<file path="config.mk">
export PLATFORM = sky130hd
export DESIGN_NAME = lcd_timing_gen
export DESIGN_NICKNAME = d
export VERILOG_FILES = /design/src/rtl/lcd_timing_gen.sv
export SDC_FILE = /design/constraint.sdc
export NUM_CORES = 1
export LEC_CHECK = 0
export ABC_AREA = 1
export BUFFER_PORTS_ARGS = -buffer_cell sky130_fd_sc_hd__buf_2
export CAP_MARGIN = 20
export CORE_AREA = 2 2 116 118
export CTS_BUF_LIST = sky130_fd_sc_hd__clkbuf_8
export CTS_CLUSTER_SIZE = 25
export DETAILED_ROUTE_END_ITERATION = 7
export DIE_AREA = 0 0 118 120
export PLACE_DENSITY_LB_ADDON = 0.3
export SLEW_MARGIN = 20
export SYNTH_ARGS = -nofsm -noshare
export SYNTH_HDL_FRONTEND = slang
export SYNTH_SLANG_ARGS = --single-unit
</file>
<file path="constraint.sdc">
create_clock -name i_clk -period 4.6 [get_ports i_clk]
set_clock_uncertainty 0.1 [all_clocks]
set_input_delay 0.92 -clock i_clk [delete_from_list [all_inputs] [get_ports i_clk]]
set_output_delay 0.92 -clock i_clk [all_outputs]
set_load 0.01 [all_outputs]
</file>
<file path="src/rtl/lcd_timing_gen.sv">
// LCD/MTL raster timing generator: sync, data-enable, coordinates, prefetch request,
// frame markers and a completed-frame counter, all registered in the pixel clock domain.
module lcd_timing_gen #(
    parameter int unsigned H_TOTAL     = 1056,
    parameter int unsigned H_SYNC      = 30,
    parameter int unsigned H_ACT_START = 50,
    parameter int unsigned H_ACT       = 800,
    parameter int unsigned V_TOTAL     = 525,
    parameter int unsigned V_SYNC      = 3,
    parameter int unsigned V_ACT_START = 23,
    parameter int unsigned V_ACT       = 480,
    parameter int unsigned SYNC_POL    = 0,
    parameter int unsigned PREFETCH    = 2,
    parameter int unsigned FCNT_W      = 16
) (
    input  logic              i_clk,
    input  logic              i_rstn,
    input  logic              i_en,
    output logic              o_hsd,
    output logic              o_vsd,
    output logic              o_de,
    output logic [10:0]       o_x,
    output logic [9:0]        o_y,
    output logic              o_req,
    output logic [10:0]       o_req_x,
    output logic [9:0]        o_req_y,
    output logic              o_sof,
    output logic              o_vbl,
    output logic [FCNT_W-1:0] o_frame_cnt
);

    localparam int unsigned HW  = 11;
    localparam int unsigned VW  = 10;
    localparam int unsigned HEW = HW + 1;
    localparam int unsigned VEW = VW + 1;
    localparam int unsigned H_ACT_END = H_ACT_START + H_ACT;
    localparam int unsigned V_ACT_END = V_ACT_START + V_ACT;
    // Pin level of an inactive sync output.
    localparam logic SYNC_IDLE = (SYNC_POL == 0) ? 1'b1 : 1'b0;

    // Geometry sanity checks at elaboration.
    if (!(H_SYNC < H_ACT_START)) begin : g_bad_hsync
        $error("lcd_timing_gen: H_SYNC must be below H_ACT_START");
    end
    if (!(H_ACT_END <= H_TOTAL)) begin : g_bad_hact
        $error("lcd_timing_gen: horizontal active window exceeds H_TOTAL");
    end
    if (!(V_ACT_END <= V_TOTAL)) begin : g_bad_vact
        $error("lcd_timing_gen: vertical active window exceeds V_TOTAL");
    end
    if (!(PREFETCH <= H_ACT_START)) begin : g_bad_prefetch
        $error("lcd_timing_gen: PREFETCH must not exceed H_ACT_START");
    end
    if (!(H_TOTAL <= 2048)) begin : g_bad_htotal
        $error("lcd_timing_gen: H_TOTAL must not exceed 2048");
    end
    if (!(V_TOTAL <= 1024)) begin : g_bad_vtotal
        $error("lcd_timing_gen: V_TOTAL must not exceed 1024");
    end

    logic [HW-1:0]  h_q;
    logic [VW-1:0]  v_q;
    logic           started_q;

    logic [HW-1:0]  h_nxt;
    logic [VW-1:0]  v_nxt;
    logic [HEW-1:0] h_ext;
    logic [HEW-1:0] hp_ext;
    logic [VEW-1:0] v_ext;
    logic           h_in;
    logic           hp_in;
    logic           v_in;
    logic           de_nxt;
    logic           req_nxt;
    logic [HW-1:0]  x_nxt;
    logic [VW-1:0]  y_nxt;
    logic [HW-1:0]  req_x_nxt;
    logic [VW-1:0]  req_y_nxt;
    logic           hsd_nxt;
    logic           vsd_nxt;
    logic           origin_nxt;
    logic           vbl_nxt;

    // Next raster position: h wraps at end of line, v advances on h wrap.
    always_comb begin
        h_nxt = h_q + HW'(1);
        v_nxt = v_q;
        if (h_q == HW'(H_TOTAL - 1)) begin
            h_nxt = '0;
            v_nxt = (v_q == VW'(V_TOTAL - 1)) ? '0 : v_q + VW'(1);
        end
    end

    // Output values for the next position; widened to avoid window-end overflow.
    always_comb begin
        h_ext      = HEW'(h_nxt);
        hp_ext     = HEW'(h_nxt) + HEW'(PREFETCH);
        v_ext      = VEW'(v_nxt);
        h_in       = (h_ext >= HEW'(H_ACT_START)) && (h_ext < HEW'(H_ACT_END));
        hp_in      = (hp_ext >= HEW'(H_ACT_START)) && (hp_ext < HEW'(H_ACT_END));
        v_in       = (v_ext >= VEW'(V_ACT_START)) && (v_ext < VEW'(V_ACT_END));
        de_nxt     = h_in && v_in;
        req_nxt    = hp_in && v_in;
        x_nxt      = '0;
        y_nxt      = '0;
        req_x_nxt  = '0;
        req_y_nxt  = '0;
        if (de_nxt) begin
            x_nxt = HW'(h_ext - HEW'(H_ACT_START));
            y_nxt = VW'(v_ext - VEW'(V_ACT_START));
        end
        if (req_nxt) begin
            req_x_nxt = HW'(hp_ext - HEW'(H_ACT_START));
            req_y_nxt = VW'(v_ext - VEW'(V_ACT_START));
        end
        hsd_nxt    = (h_ext < HEW'(H_SYNC)) ^ SYNC_IDLE;
        vsd_nxt    = (v_ext < VEW'(V_SYNC)) ^ SYNC_IDLE;
        origin_nxt = (h_nxt == '0) && (v_nxt == '0);
        vbl_nxt    = (h_nxt == '0) && (v_ext == VEW'(V_ACT_END));
    end

    // Position and registered outputs; frozen (pulses cleared) while i_en is low.
    always_ff @(posedge i_clk or negedge i_rstn) begin
        if (!i_rstn) begin
            h_q         <= HW'(H_TOTAL - 1);
            v_q         <= VW'(V_TOTAL - 1);
            started_q   <= 1'b0;
            o_hsd       <= SYNC_IDLE;
            o_vsd       <= SYNC_IDLE;
            o_de        <= 1'b0;
            o_x         <= '0;
            o_y         <= '0;
            o_req       <= 1'b0;
            o_req_x     <= '0;
            o_req_y     <= '0;
            o_sof       <= 1'b0;
            o_vbl       <= 1'b0;
            o_frame_cnt <= '0;
        end else if (i_en) begin
            h_q     <= h_nxt;
            v_q     <= v_nxt;
            o_hsd   <= hsd_nxt;
            o_vsd   <= vsd_nxt;
            o_de    <= de_nxt;
            o_x     <= x_nxt;
            o_y     <= y_nxt;
            o_req   <= req_nxt;
            o_req_x <= req_x_nxt;
            o_req_y <= req_y_nxt;
            o_sof   <= origin_nxt;
            o_vbl   <= vbl_nxt;
            if (origin_nxt) begin
                started_q <= 1'b1;
                if (started_q) begin
                    o_frame_cnt <= o_frame_cnt + FCNT_W'(1);
                end
            end
        end else begin
            o_sof <= 1'b0;
            o_vbl <= 1'b0;
        end
    end

endmodule

</file>
---- Word-level counts from Yosys, hierarchy flattened ----
Cells that the tools add are included.
cells by class
  add/subtract/negate cells ............... 7
  $lt $le $gt $ge ......................... 8
  eq/ne operators ......................... 3
  muxes and demuxes ....................... 9
  bitwise gates (word level) .............. 2
  reduce and logical (&&, ||, !) cells .... 11
operator list
  cell                   count
  $mux 10                4
  $mux 11                3
  $sub 11x6->11 const B  2
  $add 16x1->16 const B  1
  $add 11x2->12 const B  1
  $ge 12x6->1 const B    1
  $lt 12x10->1 const B   1
  $add 11x1->11 const B  1
  $eq 11x11->1 const B   1
  $ge 11x6->1 const B    1
  $logic_not 11->1       1
  $lt 11x10->1 const B   1
  $lt 11x5->1 const B    1
  $add 10x1->10 const B  1
  $eq 10x10->1 const B   1
  $eq 10x9->1 const B    1
  $ge 10x5->1 const B    1
  $logic_not 10->1       1
  $lt 10x2->1 const B    1
  $lt 10x9->1 const B    1
  $sub 10x5->10 const B  1
  $logic_and 1x1->1      7
  $reduce_and 3->1       1
  $mux 1                 2
  other kinds (2)        3
storage, ports and cells
  flip-flop bits (word level) ............. 86
  bits of input ports ..................... 3
  output and inout port bits .............. 64

---- Logic depth before layout (Yosys ltp) ----
  depth after elaboration ................. 7
  mapped depth ............................ 19

---- Least setup slack after synthesis ----
Ideal clock, no wire load.
  path kind ............................... reg-to-reg
  from .................................... register h_q[1]
  to ...................................... register o_req_y[9]
  library setup time ...................... 0.066 ns
  arrival time ............................ 2.686 ns
  path slack .............................. 1.749 ns
  stages on the path, launching flop included .. 16
  buffers on the path ..................... 1
  clock period less this slack ............ 2.851 ns
  cell sequence ........................... dfstp_2 > ha_1 > nand2_2 > nor2_2 > nand4_1 > o21ai_0 > ha_1 > nand2_2 > nand2_1 > nand2_1 > nand2_2 > nor2_2 > nor2_4 > buf_4 > nand4_1 > nand2_1
between the ends
  elaborated cells between the ends (all ways) .. 14
RTL lines
  item                                               RTL line  source
  start, declared                                    61        logic [HW-1:0] h_q;
  start signal, assigned                             125       h_q <= HW'(H_TOTAL - 1);
  start signal, assigned                             140       h_q <= h_nxt;
  $eq 11x11->1 (*)                                   88        if (h_q == HW'(H_TOTAL - 1)) begin
  $mux 10 (*)                                        88
  via v_nxt[1]                                       66        logic [VW-1:0] v_nxt;
  $ge 10x5->1 / $lt 10x9->1 (equally long branches)  101       v_in = (v_ext >= VEW'(V_ACT_START)) && (v_ext < VEW'(V_ACT_END));
  $logic_and 1x1->1                                  101
  $logic_and 1x1->1                                  103       req_nxt = hp_in && v_in;
  $mux 10 (*)                                        112       if (req_nxt) begin
  end signal, assigned                               149       o_req_y <= req_y_nxt;
  end, declared                                      26        output logic [9:0] o_req_y,
Mark *: on every way through the listed nets, which the timed path passes. The rest lies on a longest branch.
A chain may end at the register's enable or synchronous reset.

---- Worst setup path in the final report ----
  from .................................... register h_q[1]
  to ...................................... register o_x[3]
between the ends
  cells in the longest elaborated chain, start to end .. 6
  elaborated cells between the ends (all ways) .. 13
ends and longest elaborated chain
  item                                               RTL line  source
  $eq 11x11->1 (*)                                   88
  $mux 10 (*)                                        88
  via v_nxt[0]                                       66
  $ge 10x5->1 / $lt 10x9->1 (equally long branches)  101
  $logic_and 1x1->1 (*)                              101
  $logic_and 1x1->1 (*)                              102       de_nxt = h_in && v_in;
  $mux 11 (*)                                        108       if (de_nxt) begin
  end signal, assigned                               145       o_x <= x_nxt;
  end, declared                                      22        output logic [10:0] o_x,
Marked as above.

==> run_results.csv <==
group,metric,value,unit
cts,ctsLongestPathBuffers,2,
routing,via_per_inst,4.967,
floorplanning,die_y,120,um
pwr,p_total,3.114,mW
routing,drt_wl_total,13280,um
timing,hold_slack,0.3816,ns
pwr,power.leakage,3.220,nW
logic_synthesis,synthesis.nets,757,
logic_synthesis,ys_types,36,
routing,antenna_left,0,
critical_path,critPathLaunchType,"flip-flop",
timing,setup_tns,0,ns
layout,n_fill_cell,1354,
global_routing,grt_pass1_wl,23320,um
global_routing,grt_max_degree,69,
cts,cts-root-buf,"clkbuf_8",
critical_path,rr_worst_depth,14,
critical_path,startpoint,"h_q[1]$_DFFE_PN1P_",
critical_path,timing.rr.end,"o_x[3]$_DFFE_PN0P_",
pwr,power_density,518.7,mW/mm2
timing,rsz0062_at_grt,"no",
layout,layout_common_cells,"263 x nand2_1, 75 x dfrtp_1, 72 x nand3_1, 65 x buf_2, 63 x inv_1",
floorplanning,rows,42,
layout,regArea,0.002166,mm2
cts,path_clk_slew,0.09,ns
critical_path,arrival,3.82,ns
timing,hold_viol_final,0,
critical_path,critPathCaptureType,"flip-flop",
placed_design,port_buffers,66,
cts,clock_latency,0.37,ns
logic_synthesis,synth_seq_cells,86,
critical_path,crit_type,"reg -> reg",
logic_synthesis,syn_area,0.005353,mm2
timing,max_freq,277.5,MHz
floorplanning,start_util,41.24,%
timing,worst_pin_slew,0.9093,ns
placed_design,post_dp_cell_area,0.005809,mm2
cts,post_cts_buffers,0,
critical_path,worstPathCellList,"ha_1 > nand2_2 > nor2_2 > nand4_1 > o21ai_0 > ha_1 > nand2_2 > nand2_1 > nand2_1 > nand3_1 > nand3_1 > nor2_2 > nand3_1 > nand2_1",
job,max-cap-violations,0,
critical_path,slowest_delay,0.70,ns
routing,vias,4878,
layout,drive_above_1_share,17.12,%
critical_path,cp.depth,14,
global_routing,grt_pass1_vias,4734,
routing,drt-pass1-iter-count,5,
critical_path,crit_fanout,22,
placed_design,hpwl,9544,um
cts,cts_hold_buf,0,
cts,cts_tree,"yes",
floorplanning,fp.dieW,118,um
logic_synthesis,avgSynthCellArea,7.204,um2
timing,relSlewSlack,39.32,%
status,status,"finished clean",
layout,post-route-cell-area,0.006003,mm2
layout,layout-area-overhead-vs-synth,12.16,%
logic_synthesis,yosys_warnings,0,
logic_synthesis,ys_seq_area_share,40.46,%
timing,min_period,3.603,ns
placed_design,place.gp.congestion,0.9003,
critical_path,crit_required,4.81,ns
critical_path,cp_top_family,"simple AND/OR/NAND/NOR gates",
timing,final_max_slew_viol_count,0,
routing,drc,0,
floorplanning,dieArea,0.01416,mm2
cts,cts_buffers,9,
critical_path,r2r_setup_slack,1.0,ns
routing,dr.first_iter.drc_count,356,
floorplanning,core_area,0.01298,mm2
layout,fin_nets,815,
cts,cts_resized,0,
min_path,hold_depth,2,
timing,fin_crit_sh,78.33,%
logic_synthesis,synthCells,743,
layout,final_common_cell,"nand2_1",
min_path,holdCritPathClass,"reg -> reg",
layout,diodes,0,
global_routing,gr-usage-all-layers,20.26,%
global_routing,antenna_found_initial,0,
floorplanning,io_pins,67,
cts,clock_sinks,86,
critical_path,slowest_stage,"nor2_2",
layout,multi_input_area,0.002809,mm2
critical_path,endpoint,"o_x[3]$_DFFE_PN0P_",
timing,setup_viol,0,
critical_path,r2r-start,"h_q[1]$_DFFE_PN1P_",
critical_path,cp_num_buf_inv,0,
layout,post-route-util,46.25,%
cts,htreeDepth,3,
routing,wire_per_inst,13.53,um
global_routing,grt_overflow_total,0,
pwr,vdd_drop_max,0.0002693,V
-- layer usage --
metal	vias to the layer above	GRT usage [%]	share of wire, %
met5	-	0	0
li1	2506	-	-
met3	14	3.327	4.2
met1	2254	28.39	48
met2	104	32.27	46
met4	0	6.099	1.3
-- stage by stage --
step	worst slack, ns	cells
6_report	0.9967	982
5_1_grt	0.4940	982
4_1_cts	0.9762	982
3_5_place_dp	0.9898	966
3_3_place_gp	1.132	966
2_1_floorplan	1.749	743
-- area by class of cell --
cell class,instances,area share [%]
Sequential cell,86,36.08
Tap cell,176,3.668
Multi-Input combinational cell,566,46.79
Timing Repair Buffer,69,5.919
Clock buffer,11,2.522
Inverter,69,4.314
Clock inverter,5,0.7086
-- worst reg2reg max path: stages, from the launching register on --
cell,delay [ns]
dfstp_2,0.59
ha_1,0.21
nand2_2,0.10
nor2_2,0.11
nand4_1,0.29
o21ai_0,0.49
ha_1,0.28
nand2_2,0.07
nand2_1,0.07
nand2_1,0.10
nand3_1,0.10
nand3_1,0.08
nor2_2,0.70
nand3_1,0.18
nand2_1,0.10
-- kinds of logic after synthesis --
group / Yosys count / share of synthesized area (%)
buf+inv: 91 / 7.059
flops: 86 / 40.46
compound gates: 53 / 5.610
xor+xnor: 32 / 5.236
simple gates: 470 / 39.06
fa+ha+maj: 11 / 2.571
-- sequential cells by signal, indices dropped and copies added (netlist names) --
register     count
o_hsd            1
o_vsd            1
started_q        1
o_frame_cnt     16
o_de             1
o_x             11
o_req_y         10
o_sof            1
o_req_x         11
o_vbl            1
h_q             11
v_q             10
o_req            1
o_y             10
-- synthesized netlist by cell type, drive strengths merged --
| master | count | share of area [%] |
|---|---|---|
| or2 | 2 | 0.28 |
| inv | 68 | 4.8 |
| clkinv | 1 | 0.070 |
| dfrtp | 75 | 35 |
| nor3 | 8 | 0.75 |
| nor4 | 1 | 0.12 |
| a31oi | 1 | 0.12 |
| o31ai | 1 | 0.14 |
| o21ai | 47 | 4.8 |
| xnor2 | 8 | 1.3 |
| nand2 | 273 | 20 |
| nor2 | 74 | 6.6 |
| buf | 13 | 1.6 |
| clkbuf | 9 | 0.63 |
| nand4 | 36 | 4.3 |
| a21oi | 2 | 0.19 |
| nand3 | 73 | 6.9 |
| dfstp | 11 | 5.4 |
| nand3b | 3 | 0.42 |
| xor2 | 24 | 3.9 |
| o21bai | 2 | 0.35 |
| ha | 11 | 2.6 |
-- power breakdown --
group	switching, mW	total, mW	internal, mW
Clock	0.295	0.525	0.230
Combinational	0.981	1.46	0.479
Sequential	0.151	1.13	0.978
-- how the worst min path moves through the flow --
stage / startpoint / endpoint / slack (ns)
after floorplan: h_q[7]$_DFFE_PN0P_ / h_q[7]$_DFFE_PN0P_ / 0.38
after global placement: o_x[2]$_DFFE_PN0P_ / o_x[2]$_DFFE_PN0P_ / 0.36
after detailed placement: o_x[5]$_DFFE_PN0P_ / o_x[5]$_DFFE_PN0P_ / 0.36
after CTS: o_req_y[3]$_DFFE_PN0P_ / o_req_y[3]$_DFFE_PN0P_ / 0.39
after global routing: o_y[8]$_DFFE_PN0P_ / o_y[8]$_DFFE_PN0P_ / 0.40
final: o_req_y[3]$_DFFE_PN0P_ / o_req_y[3]$_DFFE_PN0P_ / 0.38
Power figures use the tool's default switching activity.
